**config.mk**
```make
export PLATFORM = sky130hd
export DESIGN_NAME = alu_issue_stage
export DESIGN_NICKNAME = d
export VERILOG_FILES = /design/src/rtl/alu_issue_stage.sv
export SDC_FILE = /design/constraint.sdc
export NUM_CORES = 1
export LEC_CHECK = 0
export ABC_AREA = 1
export CORE_ASPECT_RATIO = 1.4
export CORE_MARGIN = 5
export CORE_UTILIZATION = 43
export DETAILED_ROUTE_END_ITERATION = 16
export HOLD_SLACK_MARGIN = 0.05
export PLACE_DENSITY_LB_ADDON = 0.08
export SETUP_SLACK_MARGIN = 0.15
export SLEW_MARGIN = 15
export SYNTH_ARGS = -nofsm -noshare
export SYNTH_HDL_FRONTEND = slang
export SYNTH_SLANG_ARGS = --single-unit
```
**constraint.sdc**
```tcl
create_clock -name clk -period 1.86 [get_ports clk]
set_input_delay 0.372 -clock clk [delete_from_list [all_inputs] [get_ports clk]]
set_output_delay 0.372 -clock clk [all_outputs]
set_load 0.005 [all_outputs]
```
**src/rtl/alu_issue_stage.sv**
```systemverilog
// ============================================================================
// alu_issue_stage: RV32 ALU decode/issue stage with a single ID/EX slot.
// Revision: 1.0
// ============================================================================
`default_nettype none

module alu_issue_stage #(
  parameter int SUPPORT_M = 1,
  parameter int CNT_W     = 32
) (
  input  logic             clk,
  input  logic             rst,
  input  logic             in_valid,
  output logic             in_ready,
  input  logic [31:0]      in_instr,
  input  logic [31:0]      in_pc,
  input  logic [31:0]      rs1_data,
  input  logic [31:0]      rs2_data,
  input  logic             flush,
  output logic             out_valid,
  input  logic             out_ready,
  output logic [31:0]      A,
  output logic [31:0]      B,
  output logic [3:0]       ALU_Control,
  output logic [4:0]       out_rd,
  output logic             out_we,
  output logic [31:0]      out_pc,
  output logic             out_illegal,
  output logic [CNT_W-1:0] issue_count
);

  localparam logic [6:0] OPC_OP     = 7'b0110011;
  localparam logic [6:0] OPC_OP_IMM = 7'b0010011;
  localparam logic [6:0] F7_BASE    = 7'b0000000;
  localparam logic [6:0] F7_ALT     = 7'b0100000;
  localparam logic [6:0] F7_MULDIV  = 7'b0000001;

  localparam logic [3:0] ALU_ADD  = 4'b0000;
  localparam logic [3:0] ALU_SUB  = 4'b0001;
  localparam logic [3:0] ALU_MUL  = 4'b0010;
  localparam logic [3:0] ALU_DIVU = 4'b0011;
  localparam logic [3:0] ALU_AND  = 4'b0100;
  localparam logic [3:0] ALU_OR   = 4'b0101;
  localparam logic [3:0] ALU_XOR  = 4'b0110;
  localparam logic [3:0] ALU_SLL  = 4'b1000;
  localparam logic [3:0] ALU_SRL  = 4'b1001;
  localparam logic [3:0] ALU_SRA  = 4'b1010;

  logic [6:0]  opcode;
  logic [2:0]  funct3;
  logic [6:0]  funct7;
  logic [31:0] imm_i;
  logic [31:0] shamt;
  logic        unused_rs_fields;

  assign opcode = in_instr[6:0];
  assign funct3 = in_instr[14:12];
  assign funct7 = in_instr[31:25];
  assign imm_i  = {{20{in_instr[31]}}, in_instr[31:20]};
  assign shamt  = {27'b0, in_instr[24:20]};
  // Register specifiers were already consumed by the register-file read.
  assign unused_rs_fields = ^in_instr[19:15];

  logic        dec_legal;
  logic [3:0]  dec_ctl;
  logic [31:0] dec_b;

  always_comb begin
    dec_legal = 1'b0;
    dec_ctl   = ALU_ADD;
    dec_b     = rs2_data;
    case (opcode)
      OPC_OP: begin
        case (funct7)
          F7_BASE: begin
            dec_legal = 1'b1;
            case (funct3)
              3'b000:  dec_ctl = ALU_ADD;
              3'b001:  dec_ctl = ALU_SLL;
              3'b100:  dec_ctl = ALU_XOR;
              3'b101:  dec_ctl = ALU_SRL;
              3'b110:  dec_ctl = ALU_OR;
              3'b111:  dec_ctl = ALU_AND;
              default: dec_legal = 1'b0;
            endcase
          end
          F7_ALT: begin
            dec_legal = 1'b1;
            case (funct3)
              3'b000:  dec_ctl = ALU_SUB;
              3'b101:  dec_ctl = ALU_SRA;
              default: dec_legal = 1'b0;
            endcase
          end
          F7_MULDIV: begin
            if (SUPPORT_M != 0) begin
              dec_legal = 1'b1;
              case (funct3)
                3'b000:  dec_ctl = ALU_MUL;
                3'b101:  dec_ctl = ALU_DIVU;
                default: dec_legal = 1'b0;
              endcase
            end
          end
          default: dec_legal = 1'b0;
        endcase
      end
      OPC_OP_IMM: begin
        dec_b = imm_i;
        case (funct3)
          3'b000: begin dec_legal = 1'b1; dec_ctl = ALU_ADD; end
          3'b100: begin dec_legal = 1'b1; dec_ctl = ALU_XOR; end
          3'b110: begin dec_legal = 1'b1; dec_ctl = ALU_OR;  end
          3'b111: begin dec_legal = 1'b1; dec_ctl = ALU_AND; end
          3'b001: begin
            dec_b = shamt;
            if (funct7 == F7_BASE) begin
              dec_legal = 1'b1;
              dec_ctl   = ALU_SLL;
            end
          end
          3'b101: begin
            dec_b = shamt;
            if (funct7 == F7_BASE) begin
              dec_legal = 1'b1;
              dec_ctl   = ALU_SRL;
            end else if (funct7 == F7_ALT) begin
              dec_legal = 1'b1;
              dec_ctl   = ALU_SRA;
            end
          end
          default: dec_legal = 1'b0;
        endcase
      end
      default: dec_legal = 1'b0;
    endcase
  end

  // Illegal encodings present neutral operands so the ALU sees a harmless ADD 0,0.
  logic [31:0] a_d, b_d;
  logic [3:0]  ctl_d;
  logic        we_d;

  assign a_d   = dec_legal ? rs1_data : 32'd0;
  assign b_d   = dec_legal ? dec_b    : 32'd0;
  assign ctl_d = dec_legal ? dec_ctl  : ALU_ADD;
  assign we_d  = dec_legal && (in_instr[11:7] != 5'd0);

  logic             valid_q, we_q, illegal_q;
  logic [31:0]      a_q, b_q, pc_q;
  logic [3:0]       ctl_q;
  logic [4:0]       rd_q;
  logic [CNT_W-1:0] count_q;
  logic             accept;

  assign in_ready = !valid_q || out_ready;
  assign accept   = in_valid && in_ready && !flush;

  always_ff @(posedge clk) begin
    if (rst) begin
      valid_q   <= 1'b0;
      a_q       <= 32'd0;
      b_q       <= 32'd0;
      ctl_q     <= 4'd0;
      rd_q      <= 5'd0;
      we_q      <= 1'b0;
      pc_q      <= 32'd0;
      illegal_q <= 1'b0;
      count_q   <= '0;
    end else if (flush) begin
      valid_q   <= 1'b0;
      we_q      <= 1'b0;
      illegal_q <= 1'b0;
    end else begin
      if (valid_q && out_ready && !illegal_q) begin
        count_q <= count_q + CNT_W'(1);
      end
      if (accept) begin
        valid_q   <= 1'b1;
        a_q       <= a_d;
        b_q       <= b_d;
        ctl_q     <= ctl_d;
        rd_q      <= in_instr[11:7];
        we_q      <= we_d;
        pc_q      <= in_pc;
        illegal_q <= !dec_legal;
      end else if (valid_q && out_ready) begin
        valid_q <= 1'b0;
      end
    end
  end

  assign out_valid   = valid_q;
  assign A           = a_q;
  assign B           = b_q;
  assign ALU_Control = ctl_q;
  assign out_rd      = rd_q;
  assign out_we      = we_q;
  assign out_pc      = pc_q;
  assign out_illegal = illegal_q;
  assign issue_count = count_q;

endmodule

`default_nettype wire

```
### After elaboration in Yosys (flattened, before gate mapping)

Cells that the tools add are included.

* register bits: 140
* latch bits: 0
* RAM bits: 0
* bits in read-only memories: 0
* input bits: 133
* output and inout bits: 141
* word-level logic and storage cells: 66
* memories kept: 0

* $add $sub $neg: 1
* multiply operators: 0
* divide/modulo/power cells: 0
* magnitude comparators: 0
* equality and inequality tests: 9
* shifts and indexed selects: 0
* muxes and demuxes: 24
* bitwise logic cells: 1
* reduce and logical (&&, ||, !) cells: 22

Operator list (count)
* two-way mux 32 bit: 4
* case mux 4 bit (5 select lines): 2
* adder 32 x 1 -> 32 bit, second input constant: 1
* two-way mux 4 bit: 4
* case mux 4 bit (2 select lines): 2
* equality test 7 x 6 -> 1 bit, second input constant: 2
* equality test 3 bit, second input constant: 4
* case mux 4 bit (3 select lines): 1
* OR reduction 2 bit: 4
* equality test 7 x 1 -> 1 bit, second input constant: 1
* equality test 7 x 5 -> 1 bit, second input constant: 1
* logical NOT 7 bit: 1
* two-way mux 1 bit: 7
* OR reduction 6 bit: 1
* logical AND 1 bit: 5
* nonzero test 5 bit: 1
* logical NOT 1 bit: 4
* case mux 1 bit (2 select lines): 2
* case mux 2 bit (2 select lines): 1
* AND reduction 2 bit: 2
* OR reduction 4 bit: 1
* equality test 3 x 1 -> 1 bit, second input constant: 1
* logical NOT 3 bit: 1
* case mux 1 bit (3 select lines): 1
* other kinds (3): 3

### Logic depth before layout (Yosys ltp)

Gate-level depths: netlist (run 1).

* depth after elaboration: 6
* gate-level depth with buffers: 11
* mapped depth without buffers: 10

### Worst setup path before layout (run 1)

OpenSTA, ideal clock, no wires.

* kind: register -> register
* from: register count_q[0] (netlist: issue_count[0])
* to: register count_q[16] (netlist: issue_count[16])
* arrival: 1.428 ns
* data required time: 1.732 ns
* path slack: 0.305 ns
* cell stages (with the launch flop): 9
* buffers on the path: 0
* period minus slack after synthesis: 1.555 ns
* cell sequence: dfxtp_1 > ha_1 > nand3_1 > nor2_4 > nand3_2 > nor2_1 > nand2_1 > xor2_1 > nor2_1

* cells in the longest elaborated chain, start to end: 1

Ends and longest elaborated chain
* start, declared: RTL line 153 `logic [CNT_W-1:0] count_q;`
* start signal, assigned: RTL line 176 `count_q <= count_q + CNT_W'(1);`
* adder 32 x 1 -> 32 bit: RTL line 176

Every way passes these cells.
A chain may end at the register's enable or synchronous reset.

### Worst setup path in the final report (run 1)

* from: input in_instr[3]
* to: register ctl_q[0] (netlist: ALU_Control[0])

* cells in the longest elaborated chain, start to end: 3
* elaborated cells between the ends (all ways): 5
* those cells by class: eq/ne: 2; mux: 3

Ends and longest elaborated chain
* start, declared: RTL line 15 `input logic [31:0] in_instr,`
* equality test 7 x 5 -> 1 bit or equality test 7 x 6 -> 1 bit (tied branches): RTL line 72 `case (opcode)`
* case mux 4 bit (2 select lines) or case mux 1 bit (2 select lines) (tied branches): RTL line 72
* two-way mux 4 bit *: RTL line 146 `assign ctl_d = dec_legal ? dec_ctl : ALU_ADD;`
* end signal, assigned: RTL line 182 `ctl_q <= ctl_d;`
* end, declared: RTL line 151 `logic [3:0] ctl_q;`

Mark *: on every way between the ends. The rest lies on a longest branch, timed or not.

==> out/metrics.yaml, run 1 <==
grt:
  grt_pass1_vias: 6628
  grt_max_degree: 70
  grt_overflow: 0
  track_usage_pct: 23.2
  grt_pass1_wl_um: 32900
  antenna_found_initial: 1
final_layout:
  final_layout_size_suffix_gt1_share_pct: 16.3
  mostFrequentLayoutCells: "nand2_1 (304), clkdlybuf4s50_1 (241), dfxtp_1 (113)"
  final_common_cell: "nand2_1"
  seqCellArea_mm2: 0.00285
  syn2layout_area_growth_pct: 65.5
  fin_nets: 1334
  final_cells: 1402
  post-route-util_pct: 72.8
  fillers: 1204
  multi_input_area_mm2: 0.00328
sta:
  max_slew_margin_pct: 66.4
  rsz0062_at_grt: "yes"
  skew_ns: 0.00816
  worst_slack_ns: 0.161
  whs_ns: 0.310
  hold_viol_final: 0
  worstMarginPinSlew_ns: 0.504
  slew_viol_final: 0
  post-route-min-period_ns: 1.70
  setup_viol: 0
  fmax_mhz: 589
  tns_ns: 0
  fin_crit_sh_pct: 91.3
logic_synthesis:
  synthArstFlopShare_pct: 0
  synth_area_leaders: "dfxtp_1 (44%), nand2_1 (18%), a21oi_1 (9.1%)"
  synth_area_per_cell_um2: 7.13
  syn_inst: 900
  synth_top_cell_area_share_pct: 43.7
  syn_area_mm2: 0.00641
  ys_seq_area_share_pct: 43.7
  ys_ff_latch: 140
  synth_flop_cell: "dfxtp_1"
  syn_nets: 1034
  ys_warn_count: 0
  yosys.area.top_type: "dfxtp_1"
  synth_edf_count: 0
  ys_types: 37
detailed_routing:
  first_pass_iters: 4
  drc: 0
  vias: 6962
  drtAntennaViolNets: 0
  vias_per_cell: 4.97
  postRouteWirelength_um: 21700
  wl_per_cell_um: 15.5
  drt_iter0_markers: 349
hold_path:
  worstHoldPathType: "in2reg"
  hold_depth: 2
critical_path:
  cp.arrival_ns: 2.03
  cp.required_ns: 2.20
  cpPeakStageDelay_ns: 0.40
  endpoint_kind: "flop"
  r2r_setup_slack_ns: 0.23
  worstPathCellList: "clkdlybuf4s50_1 -> nor2_1 -> nand3_2 -> inv_2 -> nand2_4 -> nor2_4 -> nand2_2 -> nand3_4 -> buf_12 -> clkbuf_16 -> nand3_2 -> a21oi_2"
  crit_path_top_delay_cell: "clkdlybuf4s50_1"
  crit-reg2reg-capture: "issue_count[22]"
  regToRegStartpoint: "issue_count[1]"
  critPathBufInv: 4
  reg2reg_depth: 9
  cp_top_family: "buffers and inverters"
  crit_fanout: 6
  cp-start-kind: "primary input"
  crit_type: "in2reg"
  worst-path-stages: 12
  cp_common_cell: "nand3_2"
  startpoint: "in_instr[3]"
  crit_end: "ALU_Control[0]"
clocking:
  clkLatencyLatePin_ns: 0.41
  htree_levels: 4
  root_buffer: "clkbuf_16"
  cts_sinks: 140
  cts_hold_buffers: 0
  tritoncts: "yes"
  path_clk_slew_ns: 0.06
  clk_path_buf_depth: 2
  numCtsBuffers: 17
pwr:
  p_sw_w: 0.00165
  powerDensity_mw_per_mm2: 697
  netSwitchingFraction_pct: 22.3
  irDropWorstVdd_mv: 0.621
  comb_power_share_pct: 10.3
  clock_power_share_pct: 48.5
  seqPwrFrac_pct: 41.3
  p_leak_nw: 4.10
  internal_power_w: 0.00575
placed_design:
  io_buffers: 268
  pre_cts_slack_ns: -0.227
  dp.cells: 1355
  place_congestion: 0.885
  hpwlAfterDp_um: 15200
floorplan:
  start_util_pct: 44.0
  io_pins: 274
  coreArea_mm2: 0.0146
  die-area_mm2: 0.0175
  die_w_um: 113
  num_rows: 52
  die_h_um: 155
flow_run:
  max_cap_viol_count: 0
status:
  status: "finished clean"
-- how the worst min path moves through the flow --
stage / from / endpoint / slack (ns)
6_report: rst / A[29] / 0.31
5_1_grt: rst / issue_count[16] / 0.30
4_1_cts: rst / A[29] / 0.29
3_5_place_dp: out_pc[28] / out_pc[28] / 0.45
3_3_place_gp: A[2] / A[2] / 0.45
2_1_floorplan: out_we / out_we / 0.46
-- power groups by stage --
stage	sequential (W)	clock, W	combinational [W]
finish	0.00305	0.00359	0.000759
global placement	0.00312	0	0.000716
floorplan	0.00313	0	0.000247
CTS	0.00306	0.00366	0.000724
detailed placement	0.00313	0	0.000721
global route	0.00306	0.00382	0.000814
-- registers in the layout (all words and copies together) (netlist names) --
signal / flops
out_pc: 32
B: 32
out_valid: 1
ALU_Control: 4
out_rd: 5
issue_count: 32
A: 32
out_illegal: 1
out_we: 1
-- worst register-to-register path: stages (launching register included) --
cell,delay [ns]
dfxtp_2,0.36
ha_2,0.22
nand3_1,0.16
nor2_4,0.16
nand3_2,0.15
nor2_4,0.20
nand3_1,0.11
nand2_1,0.07
nand2_1,0.05
nor2_1,0.09
-- final cells by class --
cell class / count / area share [%]
multi-input cells: 663 / 30.9
repair buffers: 331 / 32.4
inverters: 47 / 1.69
clock inverters: 13 / 1.79
clock buffers: 18 / 4.14
well taps: 189 / 2.23
diodes: 1 / 0.0236
flip-flops and latches: 140 / 26.8
-- cells in the mapped netlist, types with 2 or more instances --
library cell,n
a21oi_1,117
a21oi_2,10
buf_1,3
buf_2,12
buf_4,5
buf_6,3
clkbuf_1,25
dfxtp_1,140
inv_1,40
inv_2,6
nand2_1,308
nand2_2,5
nand3_1,55
nand3_2,14
nand3_4,2
nand3b_1,3
nor2_1,67
nor2_2,8
nor2_4,2
nor3_1,8
o21a_1,22
o21ai_0,18
xnor2_1,6
xor2_1,8
-- metal layers --
metal	routed length, um	global-route usage (%)
met1	7990	24.7
met4	728	9.97
met2	11300	41.0
met5	0	0
met3	1680	8.09
-- logic make-up (layout without fill, tap and decap cells) --
| kind of cell | Yosys count | in the layout | synth area share [%] |
|---|---|---|---|
| other cells | 0 | 1 | 0 |
| flops | 140 | 140 | 43.7 |
| compound gates | 171 | 171 | 14.9 |
| fa+ha+maj | 1 | 1 | 0.195 |
| simple gates | 477 | 477 | 32.3 |
| xor+xnor | 14 | 14 | 1.91 |
| buf+inv | 97 | 409 | 6.98 |
-- per-stage QoR --
stage / cell area (um^2) / total power [W]
after floorplan: 6410 / 0.00338
after global placement: 9520 / 0.00384
after detailed placement: 9520 / 0.00385
after CTS: 10200 / 0.00744
after global routing: 10600 / 0.00769
final: 10600 / 0.00740
-- what timing repair did --
| item | CTS | global route |
|---|---|---|
| gates cloned | 0 | 8 |
| buffers inserted | 0 | 7 |
| pin swaps | 0 | 14 |
| endpoints found under the setup margin | 25 | 97 |
| resized for setup | 27 | 68 |
(Power assumes the default switching activity.)
==> run 2: changes to the inputs <==
--- a/config.mk
+++ b/config.mk
@@ -6,7 +6,6 @@
 export NUM_CORES = 1
 export LEC_CHECK = 0
 export ABC_AREA = 1
-export CORE_ASPECT_RATIO = 1.4
 export CORE_MARGIN = 5
 export CORE_UTILIZATION = 43
 export DETAILED_ROUTE_END_ITERATION = 16
==> out/metrics.yaml, run 2 (synthesis results as in run 1) <==
critical_path:
  cp-start-kind: "flop"
  cp.required_ns: 1.49  # -0.71 ns
  crit_path_top_delay_cell: "clkdlybuf4s50_1"
  cp_top_family: "buffers and inverters"
  cp.arrival_ns: 1.32  # -0.71 ns
  cpPeakStageDelay_ns: 0.52  # +0.12 ns
  critPathBufInv: 1  # -3
  endpoint_kind: "output pin"
  crit_fanout: 5  # -1
  crit_type: "reg2out"
  worstPathCellList: "clkdlybuf4s50_1"
sta:
  hold_viol_final: 0  # unchanged
  post-route-min-period_ns: 1.69  # -0.0115 ns
  fin_crit_sh_pct: 90.7  # -0.62 points
  worstMarginPinSlew_ns: 0.432  # -0.0716 ns
  fmax_mhz: 593  # +0.68%
  tns_ns: 0  # unchanged
  rsz0062_at_grt: "yes"
  skew_ns: 0.00473  # -0.00342 ns
  max_slew_margin_pct: 71.2  # +4.8 points
  slew_viol_final: 0  # unchanged
  setup_viol: 0  # unchanged
final_layout:
  seqCellArea_mm2: 0.00285  # about the same
  fillers: 1201  # -0.25%
  syn2layout_area_growth_pct: 63.5
  multi_input_area_mm2: 0.00325  # -1.0%
  final_layout_size_suffix_gt1_share_pct: 15.1  # -1.1 points
  mostFrequentLayoutCells: "nand2_1 (305), clkdlybuf4s50_1 (247), a21oi_1 (115)"
  stdcell_area_mm2: 0.0105  # -1.2%
  final_common_cell: "nand2_1"
  fin_nets: 1332  # -0.15%
clocking:
  tritoncts: "yes"
  cts_sinks: 140  # unchanged
  htree_levels: 4  # unchanged
  clk_path_buf_depth: 2  # unchanged
  cts_hold_buffers: 0  # unchanged
  numCtsBuffers: 17  # unchanged
  root_buffer: "clkbuf_16"
  path_clk_slew_ns: 0.06  # about the same
  clkLatencyLatePin_ns: 0.42  # about the same
placed_design:
  place_area_mm2: 0.00953  # about the same
  hpwlAfterDp_um: 14400  # -5.0%
  place_congestion: 0.880  # -0.64%
  io_buffers: 268  # unchanged
detailed_routing:
  vias_per_cell: 4.88  # -1.7%
  first_pass_iters: 5  # +1
  m1WireLength_um: 8380  # +4.9%
  drt_iter0_markers: 340  # -2.6%
  postRouteWirelength_um: 20700  # -4.6%
  drtAntennaViolNets: 0  # unchanged
  met3WireLength_um: 1760  # +4.5%
  met2WireLength_um: 10200  # -10%
  vias: 6808  # -2.2%
  top_layer: "met4"
  wl_per_cell_um: 14.8  # -4.1%
  drc: 0  # unchanged
flow_run:
  max_cap_viol_count: 0  # unchanged
pwr:
  clock_power_share_pct: 48.5  # about the same
  irDropWorstVdd_mv: 0.626  # +0.75%
  total_power_w: 0.00733  # -0.90%
  comb_power_share_pct: 9.9  # -0.4 points
  p_leak_nw: 4.00  # -2.5%
  seqPwrFrac_pct: 41.6  # +0.3 points
  p_sw_w: 0.00162  # -2.0%
  internal_power_w: 0.00572  # -0.59%
  netSwitchingFraction_pct: 22.0  # -0.24 points
  powerDensity_mw_per_mm2: 699  # +0.30%
floorplan:
  die_w_um: 132  # +17%
  io_pins: 274  # unchanged
  die-area_mm2: 0.0175  # -0.19%
  coreArea_mm2: 0.0146  # +0.10%
  die_h_um: 132  # -14%
  num_rows: 44  # -15%
  start_util_pct: 44.0  # -0.045 points
grt:
  grt_overflow: 0  # unchanged
  grt_pass1_wl_um: 32300  # -1.8%
  track_usage_pct: 22.4  # -0.80 points
  antenna_found_initial: 2  # +1
  grt_pass1_vias: 6486  # -2.1%
  grt_max_degree: 75  # +7.1%
hold_path:
  worstHoldPathType: "in2reg"
status:
  status: "finished clean"
## run 2: stage by stage
step | utilization, % | std cells | hold WS, ns | worst slack [ns]
floorplan | - | 900 | 0.458 | 0.305
global placement | 65.3 | 1350 | 0.451 | -0.184
detailed placement | 65.3 | 1350 | 0.455 | -0.222
CTS | 69.6 | 1380 | 0.192 | 0.150
global route | 71.9 | 1395 | 0.214 | 0.0973
finish | 71.9 | 1395 | 0.207 | 0.173
## run 2: per-layer routing
layer	global-route usage, %	vias up
met2	38.7	221
li1	-	3493
met3	8.78	28
met4	7.54	0
met5	0	-
met1	25.1	3066
## run 2: final timing paths
| check | from | endpoint | slack, ns | cells past startpoint |
|---|---|---|---|---|
| hold / removal | rst | out_pc[22] | 0.21 | 2 |
| hold reg to reg | out_pc[10] | out_pc[10] | 0.46 | 2 |
| setup reg to reg | issue_count[0] | issue_count[19] | 0.26 | 9 |
| setup / recovery | issue_count[20] | issue_count[20] | 0.17 | 1 |
## run 2: power groups by stage
stage / combinational (W) / sequential, W / clock, W
3_5_place_dp: 0.000719 / 0.00312 / 0
4_1_cts: 0.000722 / 0.00306 / 0.00363
2_1_floorplan: 0.000247 / 0.00313 / 0
6_report: 0.000728 / 0.00305 / 0.00355
3_3_place_gp: 0.000716 / 0.00312 / 0
5_1_grt: 0.000784 / 0.00305 / 0.00375
## run 2: layout make-up
type / count / area share (%)
clock inverters: 11 / 1.61
diodes: 2 / 0.0477
flip-flops and latches: 140 / 27.2
inverters: 47 / 1.68
well taps: 184 / 2.20
clock buffers: 19 / 4.22
repair buffers: 329 / 32.1
multi-input cells: 663 / 30.9
## run 2: timing repair
item / CTS / global route
gates resized for setup: 28 / 49
pin swaps: 0 / 7
cloned: 0 / 4
endpoints found under the setup margin: 28 / 84
setup buffers: 0 / 9
